--- config.mk ---
export PLATFORM = sky130hd
export DESIGN_NAME = spi_dac_sequencer
export DESIGN_NICKNAME = d
export VERILOG_FILES = /design/src/rtl/spi_dac_sequencer.sv
export SDC_FILE = /design/constraint.sdc
export NUM_CORES = 1
export LEC_CHECK = 0
export CORE_MARGIN = 3
export CORE_UTILIZATION = 44
export CTS_CLUSTER_DIAMETER = 30
export DETAILED_ROUTE_END_ITERATION = 10
export PLACE_DENSITY_LB_ADDON = 0.12
export SLEW_MARGIN = 20
export SYNTH_ARGS = -nofsm -noshare
export SYNTH_HDL_FRONTEND = slang
export SYNTH_SLANG_ARGS = --single-unit
--- constraint.sdc ---
create_clock -name clk -period 11.2 [get_ports clk]
set_input_delay 2.8 -clock clk [delete_from_list [all_inputs] [get_ports clk]]
set_output_delay 2.8 -clock clk [all_outputs]
set_load 0.05 [all_outputs]
--- src/rtl/spi_dac_sequencer.sv ---
// spi_dac_sequencer
//   Front-end for a 16-bit MSB-first spi_master driving a multi-channel DAC.
//   Channel writes land in per-channel shadow registers and set a pending bit.
//   When idle, all pending channels are snapshotted into one frame. One command
//   word per channel is issued in ascending channel order, followed by a single
//   ldac_n low pulse so every channel in the frame updates together.
//
//   Optional feature: define SPI_WDT_EN to add a watchdog on the spi_busy
//   handshake. A stalled word sets a sticky err and abandons the frame
//   without an LDAC pulse. Without the macro, err is tied low.
//
// Ports
//   clk        in   system clock
//   reset      in   asynchronous, active-high reset
//   ch_wr      in   per-channel write strobe (one cycle per write)
//   ch_data    in   packed 12-bit data, channel i at [12*i+11:12*i]
//   spi_busy   in   busy from spi_master
//   spi_start  out  one-cycle start pulse to spi_master
//   spi_word   out  command word {ch[1:0], CTRL_BITS, data[11:0]}
//   ldac_n     out  active-low DAC latch strobe
//   busy       out  high whenever the FSM is not idle
//   frame_done out  one-cycle pulse as ldac_n returns high
//   err        out  sticky watchdog error
//   dbg_state  out  current FSM state, for observation only
//
// Handshake: spi_start is a single-cycle request and spi_word is held from
// that cycle until spi_busy has been seen high and then low again; spi_busy
// already high in the start cycle counts as the rising edge.
module spi_dac_sequencer #(
   parameter int         NUM_CH      = 4,
   parameter logic [1:0] CTRL_BITS   = 2'b11,
   parameter int         LDAC_CYC    = 2,
   parameter int         TIMEOUT_CYC = 1024
) (
   input  logic                   clk,
   input  logic                   reset,
   input  logic [NUM_CH-1:0]      ch_wr,
   input  logic [NUM_CH*12-1:0]   ch_data,
   input  logic                   spi_busy,
   output logic                   spi_start,
   output logic [15:0]            spi_word,
   output logic                   ldac_n,
   output logic                   busy,
   output logic                   frame_done,
   output logic                   err,
   output logic [2:0]             dbg_state
);

   localparam logic [2:0] S_IDLE    = 3'd0;
   localparam logic [2:0] S_ISSUE   = 3'd1;
   localparam logic [2:0] S_WAIT_HI = 3'd2;
   localparam logic [2:0] S_WAIT_LO = 3'd3;
   localparam logic [2:0] S_NEXT    = 3'd4;
   localparam logic [2:0] S_LDAC    = 3'd5;

   localparam int LW = (LDAC_CYC > 1) ? $clog2(LDAC_CYC) : 1;

   if (NUM_CH < 1 || NUM_CH > 4 || LDAC_CYC < 1 || TIMEOUT_CYC < 1) begin : g_param_check
      $error("spi_dac_sequencer: illegal parameter value");
   end

   logic [2:0]        state_q, state_d;
   logic [NUM_CH-1:0] pending_q, pending_d;
   logic [NUM_CH-1:0] frame_mask_q, frame_mask_d;
   logic [11:0]       shadow_q [NUM_CH];
   logic [11:0]       shadow_d [NUM_CH];
   logic [11:0]       frame_buf_q [NUM_CH];
   logic [11:0]       frame_buf_d [NUM_CH];
   logic [LW-1:0]     cnt_q, cnt_d;
   logic              ldac_n_q, ldac_n_d;
   logic              frame_done_q, frame_done_d;
   logic              spi_start_q, spi_start_d;
   logic [15:0]       spi_word_q, spi_word_d;
   logic [NUM_CH-1:0] snap_clr;
   logic [1:0]        k_cur, k_next;

`ifdef SPI_WDT_EN
   localparam int WW = (TIMEOUT_CYC > 1) ? $clog2(TIMEOUT_CYC) : 1;
   logic [WW-1:0] wdt_q, wdt_d;
   logic          err_q, err_d;
`endif

   // Index of the lowest set bit; ascending channel order within a frame.
   function automatic logic [1:0] pick_lowest(input logic [NUM_CH-1:0] m);
      logic [1:0] r;
      r = '0;
      for (int i = NUM_CH - 1; i >= 0; i--) begin
         if (m[i]) r = 2'(i);
      end
      return r;
   endfunction

   always_comb begin
      state_d      = state_q;
      frame_mask_d = frame_mask_q;
      frame_buf_d  = frame_buf_q;
      shadow_d     = shadow_q;
      ldac_n_d     = ldac_n_q;
      cnt_d        = cnt_q;
      frame_done_d = 1'b0;
      spi_start_d  = 1'b0;
      spi_word_d   = spi_word_q;
      snap_clr     = '0;
      k_cur        = pick_lowest(frame_mask_q);
`ifdef SPI_WDT_EN
      wdt_d        = wdt_q;
      err_d        = err_q;
`endif

      case (state_q)
         S_IDLE: begin
            // Snapshot uses the old shadows: a write in this same cycle
            // belongs to the next frame.
            if (pending_q != '0) begin
               frame_mask_d = pending_q;
               frame_buf_d  = shadow_q;
               snap_clr     = pending_q;
               state_d      = S_ISSUE;
            end
         end
         S_ISSUE: begin
            state_d = S_WAIT_HI;
`ifdef SPI_WDT_EN
            wdt_d   = '0;
`endif
         end
         S_WAIT_HI: begin
            if (spi_busy) state_d = S_WAIT_LO;
         end
         S_WAIT_LO: begin
            if (!spi_busy) begin
               frame_mask_d[k_cur] = 1'b0;
               state_d             = S_NEXT;
            end
         end
         S_NEXT: begin
            if (frame_mask_q != '0) begin
               state_d = S_ISSUE;
            end else begin
               ldac_n_d = 1'b0;
               cnt_d    = LW'(LDAC_CYC - 1);
               state_d  = S_LDAC;
            end
         end
         S_LDAC: begin
            if (cnt_q == '0) begin
               ldac_n_d     = 1'b1;
               frame_done_d = 1'b1;
               state_d      = S_IDLE;
            end else begin
               cnt_d = cnt_q - LW'(1);
            end
         end
         default: state_d = S_IDLE;
      endcase

`ifdef SPI_WDT_EN
      // A stalled handshake abandons the rest of the frame, skipping LDAC.
      if (state_q == S_WAIT_HI || state_q == S_WAIT_LO) begin
         if (wdt_q == WW'(TIMEOUT_CYC - 1)) begin
            err_d        = 1'b1;
            frame_mask_d = '0;
            state_d      = S_IDLE;
         end else begin
            wdt_d = wdt_q + WW'(1);
         end
      end
`endif

      // Writes are accepted in every state.
      pending_d = (pending_q & ~snap_clr) | ch_wr;
      for (int i = 0; i < NUM_CH; i++) begin
         if (ch_wr[i]) shadow_d[i] = ch_data[12*i +: 12];
      end

      // Word and start are registered on entry to ISSUE so both are valid
      // during the ISSUE cycle and the word stays put until the next issue.
      k_next = pick_lowest(frame_mask_d);
      if (state_d == S_ISSUE && state_q != S_ISSUE) begin
         spi_start_d = 1'b1;
         spi_word_d  = {k_next, CTRL_BITS, frame_buf_d[k_next]};
      end
   end

   always_ff @(posedge clk or posedge reset) begin
      if (reset) begin
         state_q      <= S_IDLE;
         pending_q    <= '0;
         frame_mask_q <= '0;
         shadow_q     <= '{default: '0};
         frame_buf_q  <= '{default: '0};
         cnt_q        <= '0;
         ldac_n_q     <= 1'b1;
         frame_done_q <= 1'b0;
         spi_start_q  <= 1'b0;
         spi_word_q   <= '0;
      end else begin
         state_q      <= state_d;
         pending_q    <= pending_d;
         frame_mask_q <= frame_mask_d;
         shadow_q     <= shadow_d;
         frame_buf_q  <= frame_buf_d;
         cnt_q        <= cnt_d;
         ldac_n_q     <= ldac_n_d;
         frame_done_q <= frame_done_d;
         spi_start_q  <= spi_start_d;
         spi_word_q   <= spi_word_d;
      end
   end

`ifdef SPI_WDT_EN
   always_ff @(posedge clk or posedge reset) begin
      if (reset) begin
         wdt_q <= '0;
         err_q <= 1'b0;
      end else begin
         wdt_q <= wdt_d;
         err_q <= err_d;
      end
   end
   assign err = err_q;
`else
   assign err = 1'b0;
`endif

   assign spi_start  = spi_start_q;
   assign spi_word   = spi_word_q;
   assign ldac_n     = ldac_n_q;
   assign frame_done = frame_done_q;
   assign busy       = (state_q != S_IDLE);
   assign dbg_state  = state_q;

endmodule

## Yosys cells after proc, flatten, opt, wreduce, memory -nomap -nowiden

Cells that the tools add are included.

- Add/subtract/negate cells: 1
- Magnitude comparators: 3
- Equality and inequality tests: 9
- Muxes and demuxes: 35
- Bitwise operators: 6
- Reduce and logical (&&, ||, !) cells: 9

Operator list:

| kind | number |
|---|---|
| two-way mux 48 bit | 2 |
| binary-select mux 12 bit (select 2 bit) | 1 |
| two-way mux 12 bit | 2 |
| case mux 3 bit (6 select lines) | 1 |
| two-way mux 2 bit | 8 |
| two-way mux 4 bit | 4 |
| two-way mux 3 bit | 5 |
| bitwise AND 4 bit | 2 |
| two-way mux 1 bit | 8 |
| NOT 4 bit | 2 |
| case mux 4 bit (2 select lines) | 1 |
| nonzero test 4 bit | 2 |
| equality test 3 x 1 -> 1 bit, second input constant | 2 |
| equality test 3 x 2 -> 1 bit, second input constant | 2 |
| equality test 3 bit, second input constant | 2 |
| != test 2 bit, second input constant | 2 |
| bitwise OR 4 bit | 1 |
| case mux 1 bit (2 select lines) | 2 |
| >= comparator 3 bit, second input constant | 1 |
| zero test 3 bit | 1 |
| < comparator 2 x 3 -> 1 bit, second input constant | 1 |
| != test 3 x 1 -> 1 bit, second input constant | 1 |
| NOT 2 -> 3 bit | 1 |
| AND reduction 3 bit | 1 |
| other kinds (7) | 8 |

- Bits in registers: 127
- Bits of input ports: 55
- Output and inout port bits: 24
- Logic and storage cells: 79

## Longest topological paths before layout

- Depth in word-level cells: 20
- Gate-level depth with buffers: 10
- Depth with buffers taken out: 8

## Least setup slack after synthesis

No wires, ideal clock.

- Path type: reg-to-output
- Start point: register state_q[0] (netlist: dbg_state[0])
- End point: output port busy
- Data arrival time: 1.858 ns
- Required time: 8.400 ns
- Setup slack: 6.542 ns
- Stages on the path, launching flop included: 6
- Path buffers: 3
- Path through: dfrtp_1 -> buf_2 -> nor3_4 -> inv_2 -> buf_2 -> clkbuf_1

- Cells in the longest elaborated chain, start to end: 1

RTL lines:

| what | line | source |
|---|---|---|
| start: declaration | 62 | `logic [2:0] state_q, state_d;` |
| start signal: assignment | 198 | `state_q <= state_d;` |
| nonzero test 3 bit | 230 | `assign busy = (state_q != S_IDLE);` |
| end: declaration | 43 | `output logic busy,` |

No other way between the ends.

## Final worst setup path

- Start point: register state_q[2] (netlist: dbg_state[2])
- End point: output port busy

The elaborated chain is that of the path after synthesis.

==> impl_metrics.env <==
export IMPL_status="complete, no violations"
export IMPL_cap_violations=0
export IMPL_drc=0
export IMPL_post_drt_wl_per_cell_um=18.1
export IMPL_area_growth_pct=25.8
export IMPL_postLayoutCoreUtil_pct=57.9
export IMPL_overflow=0
export IMPL_power_density_nw_per_um2=298
export IMPL_tightest_slew_ns=1.03
export IMPL_worstSetupStartpointType="flip-flop"
export IMPL_period_share_pct=49.2
export IMPL_p_leak_nw=2.74
export IMPL_grt_pass1_vias=3579
export IMPL_first_pass_iters=5
export IMPL_synth_area_sq_um=5370
export IMPL_clk_pin_slew_ns=0.06
export IMPL_dp_slack_ns=5.36
export IMPL_clock_fmax_mhz=181
export IMPL_drv_slew=0
export IMPL_ys_types=51
export IMPL_ios=79
export IMPL_dieArea_sq_um=13600
export IMPL_syn_inst=412
export IMPL_rsz0062_at_grt="no"
export IMPL_num_antenna_cells=0
export IMPL_gp_congestion=0.809
export IMPL_worst_slack_ns=5.69
export IMPL_clock_sinks=126
export IMPL_crit_buf_inv=2
export IMPL_end_kind="output port"
export IMPL_nets=533
export IMPL_core_sq_um=11700
export IMPL_peakVddDrop_mv=0.187
export IMPL_clock_skew_ns=0.00973
export IMPL_cts_root_buf="clkbuf_16"
export IMPL_post_cts_resize_count=0
export IMPL_final_period_minus_worst_setup_slack_ns=5.51
export IMPL_grt_pass1_wl_um=18700
export IMPL_fp_dieW_um=116
export IMPL_design_area_sq_um=6750
export IMPL_placed_area_sq_um=6180
export IMPL_insertion_delay_ns=0.40
export IMPL_post_dp_hpwl_um=7890
export IMPL_fill_cells=948
export IMPL_fin_cells=632
export IMPL_seq_area_frac_synth_pct=58.8
export IMPL_ys_async_sr_fraction_pct=100
export IMPL_worst_setup_path_type="reg -> out"
export IMPL_slowest_delay_ns=0.79
export IMPL_grt_usage_pct=17.9
export IMPL_antenna_found_initial=0
export IMPL_finalHoldViolations=0
export IMPL_ys_ff_latch=126
export IMPL_drt_iter0_drc=247
export IMPL_via_count=3565
export IMPL_synth_edf_count=0
export IMPL_cts_tree="built"
export IMPL_cp_required_ns=8.40
export IMPL_worstPathCellList="nor3_4, inv_2, clkdlybuf4s50_1"
export IMPL_core_rowCount=39
export IMPL_hold_ws_ns=0.485
export IMPL_synth_ff_type="dfrtp_1"
export IMPL_cts_hold_buf=0
export IMPL_relSlewSlack_pct=31.1
export IMPL_postRouteAntennaNets=0
export IMPL_cp_top_family="buffers and inverters"
export IMPL_htree_levels=4
export IMPL_via_per_inst=5.64
export IMPL_cts_setup_buffers=0
export IMPL_arrival_ns=2.71
export IMPL_slowest_stage="clkdlybuf4s50_1"
export IMPL_drive_above_1_share_pct=23.1
export IMPL_ys_warn_count=0
export IMPL_hp_class="reg -> reg"
export IMPL_grt_max_degree=69
export IMPL_syn_nets=467
export IMPL_numCtsBuffers=17
export IMPL_cp_max_fo=20
export IMPL_synth_area_per_cell_sq_um=13.0
export IMPL_wirelength_um=11400
export IMPL_portBuffers=77
export IMPL_clockBufferDepth=2
export IMPL_start_util_pct=46.0
export IMPL_setup_viol=0
export IMPL_tns_ns=0
export IMPL_die_y_um=116
export IMPL_dpl_cell_count=602
export IMPL_power_mw=2.01
[worst min-delay path, stage by stage (launching register included)]
cell and delay, ns:
dfrtp_1 0.31, o21ai_1 0.07, nand2_1 0.07
[path summary, 6_finish.rpt]
kind	depth (start not counted)	slack, ns	end	from
min in group asynchronous	2	2.87	shadow_q[47]$_DFFE_PP0P_	reset
max in group asynchronous	3	7.00	frame_buf_q[9]$_DFF_PP0_	reset
worst min-delay path	2	0.49	frame_buf_q[8]$_DFF_PP0_	frame_buf_q[8]$_DFF_PP0_
worst min register to register	2	0.49	frame_buf_q[8]$_DFF_PP0_	frame_buf_q[8]$_DFF_PP0_
worst max-delay path	3	5.69	busy	dbg_state[2]$_DFF_PP0_
worst max register to register	8	7.41	spi_word[8]$_DFFE_PP0P_	dbg_state[2]$_DFF_PP0_
[synthesized netlist by cell type (3+ instances only)]
| cell | count | share of area, % |
|---|---|---|
| a211oi_1 | 12 | 1.7 |
| a21o_1 | 4 | 0.56 |
| a21oi_1 | 3 | 0.28 |
| a221o_1 | 12 | 2.2 |
| a31oi_1 | 12 | 1.4 |
| and2_1 | 3 | 0.35 |
| buf_1 | 4 | 0.28 |
| buf_2 | 7 | 0.65 |
| buf_4 | 3 | 0.42 |
| clkbuf_1 | 16 | 1.1 |
| dfrtp_1 | 125 | 58 |
| inv_1 | 4 | 0.28 |
| inv_2 | 3 | 0.21 |
| mux2_1 | 16 | 3.4 |
| mux2_2 | 68 | 14 |
| nand2_1 | 16 | 1.1 |
| nand3_1 | 24 | 2.2 |
| nand4_1 | 24 | 2.8 |
| nor2_1 | 5 | 0.35 |
| o21ai_0 | 9 | 0.84 |
| o21ai_1 | 6 | 0.56 |
[placed cells by master (no fill, tap or decap), drive strengths merged, types with 2 or more instances in the layout]
master / count
a211oi: 12
dfrtp: 125
nor2: 7
nor3: 2
and2: 3
buf: 2
nand2b: 2
or4: 2
mux2: 84
a221o: 12
a31oi: 12
clkinv: 4
o22ai: 2
nand2: 16
clkdlybuf4s50: 77
nand3: 24
clkbuf: 23
a21oi: 4
o21ai: 15
inv: 8
bufinv: 2
a21o: 4
nand3b: 2
nand4: 24
[registers in the layout, summed over array words and instances, names as in the netlist]
register	cells
cnt_q	1
dbg_state	3
frame_buf_q	48
frame_done	1
frame_mask_q	4
ldac_n	1
pending_q	4
shadow_q	48
spi_start	1
spi_word	15
[metal layers]
metal | vias up | global-route usage, % | wire, um
li1 | 1672 | - | -
met1 | 1791 | 24.0 | 5060
met2 | 95 | 28.7 | 5580
met3 | 7 | 5.65 | 694
met4 | 0 | 4.33 | 91
met5 | - | 0 | 0
[cell type report]
type | instances | area (sq um) | share of cell area [%]
Multi-Input combinational cell | 246 | 2030 | 30.1
Inverter | 8 | 35.0 | 0.519
Clock inverter | 7 | 87.6 | 1.30
Clock buffer | 23 | 478 | 7.08
Tap cell | 143 | 179 | 2.65
Timing Repair Buffer | 79 | 786 | 11.6
Sequential cell | 126 | 3150 | 46.7
[cells by family after synthesis]
kind of cell           synth area share [%]
flip-flops                             58.8
AND/OR/NAND/NOR                        9.47
multiplexers                           17.6
AO/OA/AOI/OAI                          10.6
buffers and inverters                  3.50
other                                0.0699
[report_power, final]
part / internal, mW / total [mW] / switching (mW)
clock network: 0.341 / 0.522 / 0.182
registers: 0.609 / 0.691 / 0.0818
logic: 0.299 / 0.797 / 0.499
Power figures use the tool's default switching activity.
